==> src/rtl/div_unit.sv <==
// Iterative radix-2 restoring divider: WIDTH cycles of shift/subtract, one sign-fix cycle, one done cycle.
// Optional DIV_ZERO_FAST_EN: zero divisors finish in one cycle and raise div_zero.
module div_unit #(
  parameter int WIDTH = 32
) (
  input  logic             clk,
  input  logic             reset_n,
  input  logic             start,
  input  logic             Sign,
  input  logic [WIDTH-1:0] in1,
  input  logic [WIDTH-1:0] in2,
  input  logic             flush,
  output logic             busy,
  output logic             done,
  output logic [WIDTH-1:0] quotient,
  output logic [WIDTH-1:0] remainder,
  output logic             div_zero
);
  localparam int CW = $clog2(WIDTH);

  typedef enum logic [1:0] {IDLE, RUN, FIX, DONE} state_t;

  state_t           state_q, state_d;
  logic [CW-1:0]    cnt_q, cnt_d;
  logic [WIDTH-1:0] prem_q, prem_d;
  logic [WIDTH-1:0] dvd_q, dvd_d;
  logic [WIDTH-1:0] dvs_q, dvs_d;
  logic             neg_quo_q, neg_quo_d;
  logic             neg_rem_q, neg_rem_d;
  logic [WIDTH-1:0] quo_q, quo_d;
  logic [WIDTH-1:0] rem_q, rem_d;

  logic [WIDTH-1:0] abs1, abs2;
  logic [WIDTH:0]   shifted;
  logic [WIDTH-1:0] trial;
  logic             fits;

  assign abs1 = (Sign & in1[WIDTH-1]) ? -in1 : in1;
  assign abs2 = (Sign & in2[WIDTH-1]) ? -in2 : in2;

  // dvd_q holds the unconsumed dividend bits at the top and collects quotient bits at the bottom
  assign shifted = {prem_q, dvd_q[WIDTH-1]};
  assign fits    = (shifted >= {1'b0, dvs_q});
  assign trial   = shifted[WIDTH-1:0] - dvs_q;

`ifdef DIV_ZERO_FAST_EN
  logic dz_q, dz_d;
`endif

  always_comb begin
    state_d   = state_q;
    cnt_d     = cnt_q;
    prem_d    = prem_q;
    dvd_d     = dvd_q;
    dvs_d     = dvs_q;
    neg_quo_d = neg_quo_q;
    neg_rem_d = neg_rem_q;
    quo_d     = quo_q;
    rem_d     = rem_q;
`ifdef DIV_ZERO_FAST_EN
    dz_d      = dz_q;
`endif
    if (flush) begin
      state_d = IDLE;
    end else begin
      case (state_q)
        IDLE, DONE: begin
          state_d = IDLE;
          if (start) begin
            state_d   = RUN;
            cnt_d     = '0;
            prem_d    = '0;
            dvd_d     = abs1;
            dvs_d     = abs2;
            neg_quo_d = Sign & (in1[WIDTH-1] ^ in2[WIDTH-1]);
            neg_rem_d = Sign & in1[WIDTH-1];
`ifdef DIV_ZERO_FAST_EN
            if (in2 == '0) begin
              state_d = DONE;
              quo_d   = '1;
              rem_d   = in1;
              dz_d    = 1'b1;
            end
`endif
          end
        end
        RUN: begin
          if (fits) begin
            prem_d = trial;
            dvd_d  = {dvd_q[WIDTH-2:0], 1'b1};
          end else begin
            prem_d = shifted[WIDTH-1:0];
            dvd_d  = {dvd_q[WIDTH-2:0], 1'b0};
          end
          cnt_d = cnt_q + 1'b1;
          if (cnt_q == CW'(WIDTH - 1)) begin
            state_d = FIX;
          end
        end
        FIX: begin
          quo_d   = neg_quo_q ? -dvd_q : dvd_q;
          rem_d   = neg_rem_q ? -prem_q : prem_q;
`ifdef DIV_ZERO_FAST_EN
          dz_d    = 1'b0;
`endif
          state_d = DONE;
        end
        default: state_d = IDLE;
      endcase
    end
  end

  always_ff @(posedge clk or negedge reset_n) begin
    if (!reset_n) begin
      state_q   <= IDLE;
      cnt_q     <= '0;
      prem_q    <= '0;
      dvd_q     <= '0;
      dvs_q     <= '0;
      neg_quo_q <= 1'b0;
      neg_rem_q <= 1'b0;
      quo_q     <= '0;
      rem_q     <= '0;
`ifdef DIV_ZERO_FAST_EN
      dz_q      <= 1'b0;
`endif
    end else begin
      state_q   <= state_d;
      cnt_q     <= cnt_d;
      prem_q    <= prem_d;
      dvd_q     <= dvd_d;
      dvs_q     <= dvs_d;
      neg_quo_q <= neg_quo_d;
      neg_rem_q <= neg_rem_d;
      quo_q     <= quo_d;
      rem_q     <= rem_d;
`ifdef DIV_ZERO_FAST_EN
      dz_q      <= dz_d;
`endif
    end
  end

  assign busy      = (state_q == RUN) || (state_q == FIX);
  assign done      = (state_q == DONE);
  assign quotient  = quo_q;
  assign remainder = rem_q;
`ifdef DIV_ZERO_FAST_EN
  assign div_zero  = dz_q;
`else
  assign div_zero  = 1'b0;
`endif

endmodule
==> config.mk <==
export PLATFORM = sky130hd
export DESIGN_NAME = div_unit
export DESIGN_NICKNAME = d
export VERILOG_FILES = /design/src/rtl/div_unit.sv
export SDC_FILE = /design/constraint.sdc
export NUM_CORES = 1
export LEC_CHECK = 0
export ABC_AREA = 1
export CAP_MARGIN = 20
export CORE_ASPECT_RATIO = 0.8
export CORE_UTILIZATION = 30
export DETAILED_ROUTE_END_ITERATION = 8
export GPL_TIMING_DRIVEN = 1
export PLACE_DENSITY_LB_ADDON = 0.05
export REMOVE_ABC_BUFFERS = 1
export SLEW_MARGIN = 20
export SYNTH_ARGS = -nofsm -noshare
export SYNTH_HDL_FRONTEND = slang
export SYNTH_SLANG_ARGS = --single-unit
==> constraint.sdc <==
create_clock -name clk -period 2.07 [get_ports clk]
set_clock_uncertainty 0.1 [all_clocks]
set_input_delay 0.5175 -clock clk [delete_from_list [all_inputs] [get_ports clk]]
set_output_delay 0.5175 -clock clk [all_outputs]
set_load 0.005 [all_outputs]
# --- After elaboration in Yosys (flattened, before gate mapping) ---
# Index checks and enable logic that the tools add are counted.
word_totals:
  input_bits: 69
  reg_bits: 169
  out_inout_bits: 67
  elab_cells: 50
classes:
  magnitude_cmp: 1
  n_reduce_logical: 7
  addsub: 6
  bitwise_logic: 5
  eq_ne: 6
  mux: 16
op_table:
  columns: ["op", "count"]
  rows:
  - ["$mux 32", 7]
  - ["$neg 32->32", 4]
  - ["$pmux 32 s2", 2]
  - ["$ge 33x32->1", 1]
  - ["$sub 32x32->32", 1]
  - ["$pmux 5 s2", 1]
  - ["$pmux 2 s3", 1]
  - ["$reduce_and 3->1", 2]
  - ["$add 5x1->5 const B", 1]
  - ["$eq 5x5->1 const B", 1]
  - ["$mux 5", 1]
  - ["$eq 2x2->1 const B", 2]
  - ["$mux 2", 2]
  - ["$and 1x1->1", 3]
  - ["$ne 3x3->1 const B", 1]
  - ["$eq 2x1->1 const B", 1]
  - ["$logic_not 2->1", 1]
  - ["$mux 1", 2]
  - ["$ne 2x2->1 const B", 1]
  - ["$reduce_and 2->1", 1]
  - ["$reduce_bool 2->1", 1]
  - ["$reduce_or 2->1", 1]
  - ["$logic_or 1x1->1", 1]
  - ["$not 1->1", 1]
  - ["$xor 1x1->1", 1]

# --- Depth between registers and ports, before layout ---
# Gate-level depths: netlist of run 1.
depth:
  ltp_word: 4
  depth_mapped: 17
  depth_no_buf: 16

# --- Worst setup path after synthesis of run 1 ---
# Ideal clock, no wire load.
synth_timing:
  kind: "flip-flop to flip-flop"
  from: "register prem_q[22]"
  to: "register prem_q[8]"
  synth_period_minus_slack_ps: 2086
  path_buffers: 2
  setup_time_ps: 132
  stages_incl_launch_ff: 14
  t_arrival_ps: 1854
  path_slack_ps: -16
  required_time_ps: 1838
  path_cell_list: "dfrtp_1 ha_1 nand2_1 inv_1 a21oi_2 nand2_1 nand2_1 nand2_1 nor2_2 buf_6 buf_8 nand3_1 nand3_1 o21ai_0"
synth_via:
  elab_chain_cells: 3
synth_lines:
  columns: ["element", "line_no", "source"]
  rows:
  - ["start: declaration", "25", "logic [WIDTH-1:0] prem_q, prem_d;"]
  - ["start signal: assignment", "130", "prem_q <= prem_d;"]
  - ["$ge 33x32->1", "43", "assign fits = (shifted >= {1'b0, dvs_q});"]
  - ["$mux 32", "88", "if (fits) begin"]
  - ["$pmux 32 s2", "66", "case (state_q)"]
# Every way passes these cells.
# A chain may end at the register's enable or synchronous reset.

# --- Worst setup path after layout of run 1 ---
layout_timing:
  from: "register prem_q[27]"
  to: "register prem_q[29]"
layout_via:
  elab_chain_cells: 3
  elab_cells_between_ends: 4
  cone_classes: "add/sub: 1; order compare: 1; mux: 2"
layout_lines:
  columns: ["element", "line_no"]
  rows:
  - ["$sub 32x32->32 or $ge 33x32->1 (tied branches)", "44, 43"]
  - ["$mux 32 *", "88"]
  - ["$pmux 32 s2 *", "66"]
# Mark *: on every way between the ends. The rest lies on a longest branch, timed or not.

==> impl_metrics.py, run 1 <==
metrics = {
    "global_routing": {
        "track_usage_pct": 23.1,
        "antenna_found_initial": 0,
        "grt_max_degree": 48,
        "grt_pass1_wl_um": 77800,
        "grt_pass1_vias": 13700,
        "busiest_layer": "met1",
        "overflow": 0,
        "grtUsageMet3_pct": 3.56,
        "gr-usage-met2_pct": 31.9,
        "use_met1_pct": 36.9,
    },
    "floorplan": {
        "row_count": 67,
        "start_util_pct": 30.6,
        "die_area_um2": 43900,
        "core_um2": 42200,
        "ioPinCount": 136,
        "die_w_um": 234,
        "die_h_um": 188,
    },
    "clock_tree": {
        "cts_buffers": 17,
        "clk_pin_slew_worst_paths_ps": 70,
        "root_buffer": "clkbuf_16",
        "cts_tree": "yes",
        "clkSinkCount": 169,
        "clkLatencyLatePin_ps": 470,
        "cts_buffer_depth": 2,
        "h-tree-depth": 4,
    },
    "pwr": {
        "leakagePower_uw": 0.0103,
        "swShare_pct": 42.3,
        "cellPowerDensity_nw_per_um2": 1130,
        "power.internal_uw": 13200,
        "max-vdd-ir-drop_uv": 622,
        "p_comb_share_pct": 59.8,
        "power_frac_clock_pct": 16.2,
        "p_seq_share_pct": 24.0,
        "power_switching_uw": 9700,
    },
    "routing": {
        "final_antenna_net_count": 0,
        "vias": 14500,
        "drt-total-wl_um": 49700,
        "drc": 10,
        "post_drt_wl_per_cell_um": 16.2,
        "drtIter0Drc": 1019,
        "routed_via_density": 4.75,
        "drtPass1Iterations": 7,
    },
    "outcome": {
        "status": "finished, violations left",
        "violations": "design-rule violations, negative setup slack",
    },
    "synth": {
        "ys_seq_area_share_pct": 32.8,
        "synthArstFlopShare_pct": 100,
        "synth_compound_area_share_pct": 10.9,
        "synth.distinct_cells": 50,
        "synthMuxAreaShare_pct": 0,
        "synth-simple-area-share_pct": 36.5,
        "yosysWarnings": 0,
        "synth_fa_ha_area_share_pct": 4.23,
        "ys.flop_type": "dfrtp_1",
        "synth_area_per_cell_um2": 6.54,
        "synth-edff-count": 0,
        "synth_top_family_by_area": "simple AND/OR/NAND/NOR gates",
        "syn-instance-count": 1973,
        "syn_area_um2": 12900,
        "ys_ff_latch": 169,
        "synthXorXnorAreaFrac_pct": 5.43,
    },
    "job": {
        "cap_violations": 0,
    },
    "timing": {
        "fin_crit_ps": 2320,
        "fmax_mhz": 431,
        "relSlewSlack_pct": 62.3,
        "rsz0062_at_grt": "yes",
        "setup_violations": 34,
        "finalSetupTns_ps": -6800,
        "max_slew.worst_pin.slew_ps": 559,
        "period_share_pct": 112,
        "worst_slack_ps": -249,
        "maxSlewViolCount": 0,
        "hold_viol_final": 0,
    },
    "setup_path": {
        "path_cells": "ha_4, nand2_2, inv_1, nand4_1, nor3_2, nor2_4, nand2_8, buf_12, nand3_2, nand2_1, nand2_1",
        "critPathMaxStageDelay_ps": 440,
        "critPathSlowestCell": "dfrtp_1",
        "cpMostUsedCell": "nand2_1",
        "end_kind": "flip-flop",
        "crit_fanout": 7,
        "setup.worst_path.class": "reg -> reg",
        "crit_required_ps": 2330,
        "critPathLaunchType": "flip-flop",
        "arrival_ps": 2580,
    },
    "place": {
        "dp_slack_ps": -573,
        "gp_congestion": 0.887,
        "port_buffers": 134,
        "dp_hpwl_um": 39600,
    },
    "cells_and_area": {
        "multi_input_area_um2": 8720,
        "drive_above_1_share_pct": 30.6,
        "fin_util_pct": 48.2,
        "antennaDiodeCount": 0,
        "nets": 2609,
        "fillers": 4301,
        "area_delta_synth_final_pct": 57.4,
        "seq_area_um2": 4240,
    },
    "hold_path": {
        "hold_path.class": "reg -> reg",
    },
}
==> power groups by stage <==
| stage | sequential (uW) | clock, uW | combinational, uW |
|---|---|---|---|
| floorplan | 5410 | 0 | 5360 |
| global placement | 5440 | 0 | 11700 |
| detailed placement | 5490 | 0 | 11700 |
| CTS | 5450 | 3820 | 12600 |
| global route | 5650 | 3970 | 15100 |
| finish | 5490 | 3710 | 13700 |
==> logic make-up (layout without fill, tap and decap cells) <==
family | after synthesis | count (layout)
DFF | 169 | 169
adders and majority gates | 43 | 43
AOI/OAI and AO/OA | 243 | 243
other | 1 | 1
and+or+nand+nor | 1107 | 1107
xor gates and xnor gates | 80 | 80
buffers and inverters | 330 | 867
==> worst max-delay path, delay by kind of cell, from the launching register on <==
kind          cells  cell delay (ps)
fa+ha+maj         1              310
flops             1              440
simple gates      8             1080
buf+inv           2              260
==> sequential cells by signal (all words and copies together) (netlist names) <==
register and cells:
dvs_q 32, dvd_q 32, neg_quo_q 1, remainder 32, quotient 32, neg_rem_q 1
cnt_q 5, state_q 2, prem_q 32
==> placed cells by master, fill, tap and decap left out, types with 22 or more instances in the layout <==
master           instances
nand2_1                553
buf_4                  388
inv_1                  228
dfrtp_1                158
nand3_1                151
nor2_1                 139
clkdlybuf4s50_1        130
o21ai_0                100
xor2_1                  60
nand2_2                 54
nand3_2                 37
inv_2                   36
a21oi_1                 33
ha_4                    31
nand2_4                 30
o21ai_1                 29
nor2_2                  28
nand4_1                 28
nor3_1                  23
buf_12                  22
==> cell usage after synthesis, types with 4 or more instances <==
cell type / count / area [um2]
nand2_1: 625 / 2350
inv_1: 263 / 987
nand3_1: 191 / 956
nor2_1: 174 / 653
dfrtp_1: 169 / 4230
o21ai_0: 123 / 616
xor2_1: 61 / 534
ha_1: 42 / 526
clkbuf_1: 39 / 146
a21oi_1: 37 / 185
nor3_1: 30 / 150
nand4_1: 28 / 175
a22oi_1: 22 / 165
xnor2_1: 19 / 166
nand2_2: 14 / 87.6
a31oi_1: 13 / 81.3
o21ai_1: 11 / 55.1
or2_2: 10 / 62.6
nand3b_1: 9 / 67.6
nor2_2: 9 / 56.3
o221ai_1: 9 / 78.8
inv_2: 7 / 26.3
buf_2: 6 / 30.0
buf_4: 6 / 45.0
o31ai_1: 6 / 45.0
buf_6: 5 / 56.3
o211ai_1: 5 / 37.5
nand3_2: 4 / 40.0
o21a_1: 4 / 30.0
==> layer usage <==
metal	share of wire [%]	wire, um
met1	53	26600
met4	1.1	552
met2	41	20300
met5	0	0
met3	4.5	2240
==> through the flow <==
stage / instances / total power, uW / hold slack (ps) / instance area (um2)
floorplan: 1915 / 10800 / 122 / 12600
global placement: 2988 / 17100 / 318 / 17800
detailed placement: 2988 / 17200 / 317 / 17800
CTS: 3039 / 21900 / 386 / 19300
global route: 3062 / 24700 / 401 / 20300
finish: 3062 / 22900 / 371 / 20300
==> worst paths after layout <==
kind | cells after the start | from | endpoint | slack [ps]
min in group asynchronous | 2 | reset_n | quotient[8] | 400
max in group asynchronous | 3 | reset_n | cnt_q[1] | 840
hold reg to reg | 2 | remainder[31] | remainder[31] | 370
setup / recovery | 11 | prem_q[27] | prem_q[29] | -250
hold / removal | 2 | remainder[31] | remainder[31] | 370
setup reg to reg | 11 | prem_q[27] | prem_q[29] | -250
==> cell type report <==
class | count | area share, %
clock buffer | 19 | 2.18
clock inverter | 13 | 1.05
inverter | 272 | 5.11
multi-input combinational | 1474 | 42.9
sequential | 169 | 20.9
tap | 552 | 3.40
timing repair buffer | 563 | 24.4
==> what timing repair did <==
item / 4_1_cts / 5_1_grt
buffers inserted: 15 / 26
setup endpoints to repair: 49 / 114
endpoints found under the hold margin: 21 / 0
pin swaps: 18 / 72
hold buffers: 1 / 0
gates cloned: 3 / 1
resized for setup: 159 / 225
No activity file was read; power rests on OpenSTA's default activity.
==> run 2: changes to the inputs <==
--- a/config.mk
+++ b/config.mk
@@ -11,6 +11,7 @@
 export CORE_UTILIZATION = 30
 export DETAILED_ROUTE_END_ITERATION = 8
 export GPL_TIMING_DRIVEN = 1
+export MAX_ROUTING_LAYER = met4
 export PLACE_DENSITY_LB_ADDON = 0.05
 export REMOVE_ABC_BUFFERS = 1
 export SLEW_MARGIN = 20
==> constraint.sdc (replaced) <==
create_clock -name clk -period 3 [get_ports clk]
set_clock_uncertainty 0.1 [all_clocks]
set_input_delay 0.75 -clock clk [delete_from_list [all_inputs] [get_ports clk]]
set_output_delay 0.75 -clock clk [all_outputs]
set_load 0.005 [all_outputs]
==> run 2 against run 1 <==
Effect of this change: the flow finishes with violations (design-rule violations); critical path depth is 3 higher; register-to-register slack better by 470 ps; routed wire length is 6.5% lower; non-clock buffer count is 374 lower; maximum frequency is 17% lower; cell area is 23% lower; clock power is 39% lower; die area stayed put; cell count is 12% lower; flip-flop and latch count stayed put; first-iteration DRC count is 18% higher; worst setup slack better by 470 ps.
==> impl_metrics.py, run 2 (same netlist as run 1, synthesis figures left out) <==
metrics = {
    "setup_path": {
        "end_kind": "flip-flop",
        "r2r_slack_ps": 220,
        "regToRegEndpoint": "prem_q[28]",
        "setup.worst_path.class": "reg -> reg",
        "reg2regPathDepth": 14,
        "cp-startpoint": "prem_q[16]",
        "path_cells": "ha_1, nand2_1, inv_1, nand2_2, nor2_4, nand2_1, nor3_2, nor2_2, nand2_2, buf_12, nand2_1, nand2_1, nand2_1, nand2_1",
        "path_buf_inv": 2,
        "timing.rr.start": "prem_q[16]",
        "cpMostUsedCell": "nand2_1",
        "endpoint": "prem_q[28]",
        "path_depth": 14,
        "crit_required_ps": 3300,
        "critPathMaxStageDelay_ps": 490,
        "arrival_ps": 3080,
        "critPathLaunchType": "flip-flop",
        "cp_top_family": "simple AND/OR/NAND/NOR gates",
        "crit_fanout": 16,
        "critPathSlowestCell": "dfrtp_1",
    },
    "cells_and_area": {
        "antennaDiodeCount": 0,
        "stdcell_count": 2688,
        "fin_util_pct": 37.3,
        "nets": 2235,
        "final_common_cell": "nand2_1",
        "drive_above_1_share_pct": 6.69,
        "area_delta_synth_final_pct": 21.9,
        "layout_common_cells": "nand2_1 (625), inv_1 (262), nand3_1 (191)",
    },
    "routing": {
        "drc": 7,
        "drtPass1Iterations": 7,
        "routed_via_density": 4.83,
        "vias": 13000,
        "post_drt_wl_per_cell_um": 17.3,
        "drtIter0Drc": 1198,
        "final_antenna_net_count": 0,
        "drt-total-wl_um": 46500,
    },
    "place": {
        "dp.cells": 2656,
        "port_buffers": 134,
        "dp_hpwl_um": 37500,
        "gp_congestion": 0.909,
    },
    "global_routing": {
        "antenna_found_initial": 0,
        "grt_pass1_vias": 12200,
        "grt_max_degree": 50,
        "track_usage_pct": 22.3,
        "grt_pass1_wl_um": 72400,
        "overflow": 0,
    },
    "clock_tree": {
        "clk_pin_slew_worst_paths_ps": 70,
        "hold_buffers": 0,
        "clkSinkCount": 169,
        "h-tree-depth": 4,
        "cts_buffers": 17,
        "clkLatencyLatePin_ps": 460,
        "postCtsSetupBuffers": 0,
        "root_buffer": "clkbuf_16",
        "cts_buffer_depth": 2,
        "cts_tree": "yes",
        "cts_resized": 0,
    },
    "pwr": {
        "power.total_uw": 12600,
        "p_comb_share_pct": 51.8,
        "swShare_pct": 45.5,
        "p_seq_share_pct": 30.2,
        "leakagePower_uw": 0.00803,
        "max-vdd-ir-drop_uv": 444,
        "cellPowerDensity_nw_per_um2": 801,
        "power.internal_uw": 6860,
        "power_switching_uw": 5740,
        "power_frac_clock_pct": 18.1,
    },
    "timing": {
        "relSlewSlack_pct": 51.9,
        "period_share_pct": 92.7,
        "fin_crit_ps": 2780,
        "rsz0062_at_grt": "no",
        "max_slew.worst_pin.slew_ps": 721,
        "setup_violations": 0,
        "hold_viol_final": 0,
        "maxSlewViolCount": 0,
        "fmax_mhz": 359,
    },
    "floorplan": {
        "ioPinCount": 136,
        "die_w_um": 234,
        "core_um2": 42200,
        "row_count": 67,
        "start_util_pct": 30.6,
        "die_h_um": 188,
        "die_area_um2": 43900,
    },
    "job": {
        "cap_violations": 0,
    },
    "outcome": {
        "status": "finished, violations left",
        "violations": "design-rule violations",
    },
    "hold_path": {
        "hold_path.class": "in -> async",
    },
}
[run 2: cell count changes in the layout (fill, tap and decap cells not counted), sizes merged]
cell           change
buf              -373
bufinv             -3
clkbuf             -3
clkdlybuf4s15      -1
clkdlybuf4s50      +3
clkinv             +4
dlygate4sd3        -1
dlymetal6s2s       -1
inv                +1
[run 2: worst min-delay path by stage]
stage                              from             to  slack (ps)  depth (start not counted)
after global placement    remainder[30]  remainder[30]         360                          2
after global routing            reset_n       dvd_q[7]         140                          1
after floorplan                 reset_n       cnt_q[0]         350                          0
final                           reset_n    quotient[9]         130                          1
after detailed placement  remainder[30]  remainder[30]         370                          2
after CTS                       reset_n    quotient[9]         130                          1
[run 2: stage by stage]
step           setup TNS [ps]  instance area (um2)  setup slack [ps]  hold WS, ps
3_5_place_dp                0                15200              71.2          367
2_1_floorplan          -93460                12600             -1120          349
6_report                    0                15700               218          128
3_3_place_gp                0                15200              48.7          363
5_1_grt                     0                15700              42.3          141
4_1_cts                     0                15700               214          127
[run 2: layer usage]
metal / vias up / GRT usage (%) / share of wire [%]
li1: 6617 / - / -
met1: 6025 / 35.5 / 55
met2: 318 / 28.9 / 39
met3: 26 / 3.38 / 5.1
met4: 0 / 4.22 / 0.96
met5: - / - / 0
[run 2: area by class of cell]
cell class	instances	area, um2
clock buffers	17	425
clock inverters	15	149
fillers	4622	26400
inverters	272	1020
multi-input cells	1474	7380
flip-flops and latches	169	4230
well taps	552	691
repair buffers	189	1840
[run 2: power by group through the flow]
stage / sequential [uW] / clock, uW / combinational (uW)
final: 3800 / 2280 / 6530
after global routing: 3940 / 2440 / 7300
after CTS: 3800 / 2350 / 6530
after detailed placement: 3840 / 0 / 6500
after global placement: 3840 / 0 / 6490
after floorplan: 3730 / 0 / 3700
==> run 3: changes to the inputs <==
--- a/config.mk
+++ b/config.mk
@@ -14,6 +14,7 @@
 export MAX_ROUTING_LAYER = met4
 export PLACE_DENSITY_LB_ADDON = 0.05
 export REMOVE_ABC_BUFFERS = 1
+export SETUP_SLACK_MARGIN = 0.3
 export SLEW_MARGIN = 20
 export SYNTH_ARGS = -nofsm -noshare
 export SYNTH_HDL_FRONTEND = slang
==> run 3 against run 2 <==
Effect of this change: cell count is essentially flat; utilization rose by 0.49 points; combinational power up 2%; die area unchanged; largest power group unchanged; sequential power is essentially flat; worst setup slack gained 170 ps; via count hardly changed; largest cell class unchanged; the flow still finishes with violations (design-rule violations); flip-flop and latch count unchanged; clock power hardly changed; sequential share of layout area decreased by 0.31 points; count of clock-buffer cells in the layout is the same; first-iteration DRC count shrank 8.3%.
==> impl_metrics.py, run 3 (same netlist as run 1, synthesis figures left out) <==
metrics = {
    "outcome": {
        "status": "finished, violations left",
        "violations": "design-rule violations",
    },
    "setup_path": {
        "path_cells": "inv_1, ha_1, inv_2, clkdlybuf4s50_1",
        "path_depth": 4,
        "cp_top_family": "buffers and inverters",
        "critPathMaxStageDelay_ps": 490,
        "end_kind": "primary output",
        "r2r_slack_ps": 390,
        "cp-startpoint": "state_q[0]",
        "crit_fanout": 3,
        "path_buf_inv": 3,
        "regToRegEndpoint": "prem_q[27]",
        "critPathSlowestCell": "clkdlybuf4s50_1",
        "endpoint": "busy",
        "arrival_ps": 1760,
        "timing.rr.start": "prem_q[16]",
        "critPathLaunchType": "flip-flop",
        "crit_required_ps": 2150,
        "reg2regPathDepth": 13,
        "setup.worst_path.class": "reg -> out",
    },
    "place": {
        "port_buffers": 134,
        "dp_slack_ps": 71.2,
        "dp_hpwl_um": 37500,
        "gp_congestion": 0.909,
    },
    "cells_and_area": {
        "final_common_cell": "nand2_1",
        "fillers": 4608,
        "nets": 2237,
        "area_delta_synth_final_pct": 23.5,
        "layout_common_cells": "nand2_1 (621), inv_1 (261), nand3_1 (191)",
        "antennaDiodeCount": 0,
        "drive_above_1_share_pct": 8.14,
    },
    "global_routing": {
        "grt_pass1_wl_um": 72400,
        "grt_max_degree": 50,
        "antenna_found_initial": 0,
        "overflow": 0,
        "track_usage_pct": 22.3,
        "grt_pass1_vias": 12200,
    },
    "floorplan": {
        "row_count": 67,
        "die_area_um2": 43900,
        "die_w_um": 234,
        "start_util_pct": 30.6,
        "ioPinCount": 136,
        "die_h_um": 188,
        "core_um2": 42200,
    },
    "clock_tree": {
        "cts_tree": "yes",
        "clk_pin_slew_worst_paths_ps": 70,
        "h-tree-depth": 4,
        "clkSinkCount": 169,
        "clkLatencyLatePin_ps": 460,
        "root_buffer": "clkbuf_16",
        "hold_buffers": 0,
        "cts_buffer_depth": 2,
        "cts_buffers": 17,
    },
    "hold_path": {
        "hold_path.class": "in -> async",
    },
    "timing": {
        "rsz0062_at_grt": "no",
        "setup_violations": 0,
        "finalSetupTns_ps": 0,
        "worst_slack_ps": 390,
        "max_slew.worst_pin.slew_ps": 707,
        "maxSlewViolCount": 0,
        "fin_crit_ps": 2610,
        "period_share_pct": 87.0,
        "relSlewSlack_pct": 52.5,
        "hold_viol_final": 0,
        "fmax_mhz": 383,
    },
    "routing": {
        "post_drt_wl_per_cell_um": 17.3,
        "drtPass1Iterations": 7,
        "vias": 13000,
        "drtIter0Drc": 1099,
        "final_antenna_net_count": 0,
        "drt-total-wl_um": 46600,
        "routed_via_density": 4.83,
        "drc": 7,
    },
    "pwr": {
        "leakagePower_uw": 0.00805,
        "max-vdd-ir-drop_uv": 446,
        "cellPowerDensity_nw_per_um2": 801,
    },
    "job": {
        "cap_violations": 0,
    },
}
## run 3: cell types whose count changed in the layout (fill, tap and decap cells not counted), sizes merged
| cell | delta |
|---|---|
| buf | +2 |
## run 3: routing by layer
metal,share of wire (%),track usage [%],up-vias
li1,-,-,6623
met1,55,35.5,6056
met2,39,28.8,294
met3,4.7,3.50,25
met4,0.94,4.35,0
met5,0,-,-
## run 3: worst reg2reg max path, cell delays in order, from the launching register on
cell and delay [ps]:
dfrtp_1 510, ha_4 360, nand2_1 90, inv_1 100, nand2_2 100, nor2_4 130, nand2_1 90, nor3_4 310
nor2_2 100, nand2_2 120, buf_12 160, nand3_1 180, nand2_1 100, nand2_1 50
## run 3: area by class of cell
type / count / area, um2 / area share, %
sequential: 169 / 4240 / 26.6
timing repair buffer: 191 / 1870 / 11.7
tap: 552 / 691 / 4.33
clock buffer: 17 / 425 / 2.67
multi-input combinational: 1474 / 7550 / 47.4
clock inverter: 15 / 149 / 0.934
inverter: 272 / 1020 / 6.40
## run 3: report_power, final
part           total, uW  internal, uW  switching, uW
combinational       6690          2620           4080
clock               2270          1230           1040
sequential          3800          3130            677
## run 3: through the flow
stage	cells	total power [uW]	instance area (um2)	hold WS (ps)	util [%]
final	2690	12800	15900	133	37.8
after CTS	2689	12700	15800	127	37.4
after floorplan	1915	7430	12600	349	-
after global routing	2690	13900	15900	140	37.8
after detailed placement	2656	10300	15200	367	36.0
after global placement	2656	10300	15200	363	36.0
## run 3: worst min-delay path by stage
| stage | start | to | slack (ps) |
|---|---|---|---|
| detailed placement | remainder[30] | remainder[30] | 370 |
| global route | reset_n | dvd_q[7] | 140 |
| finish | reset_n | quotient[11] | 130 |
| floorplan | reset_n | cnt_q[0] | 350 |
| global placement | remainder[30] | remainder[30] | 360 |
| CTS | reset_n | quotient[9] | 130 |
## run 3: repair_timing
action / 4_1_cts / 5_1_grt
pin swaps: 0 / 1
buffers inserted: 1 / 1
gates resized for setup: 3 / 34
endpoints found under the setup margin: 6 / 35
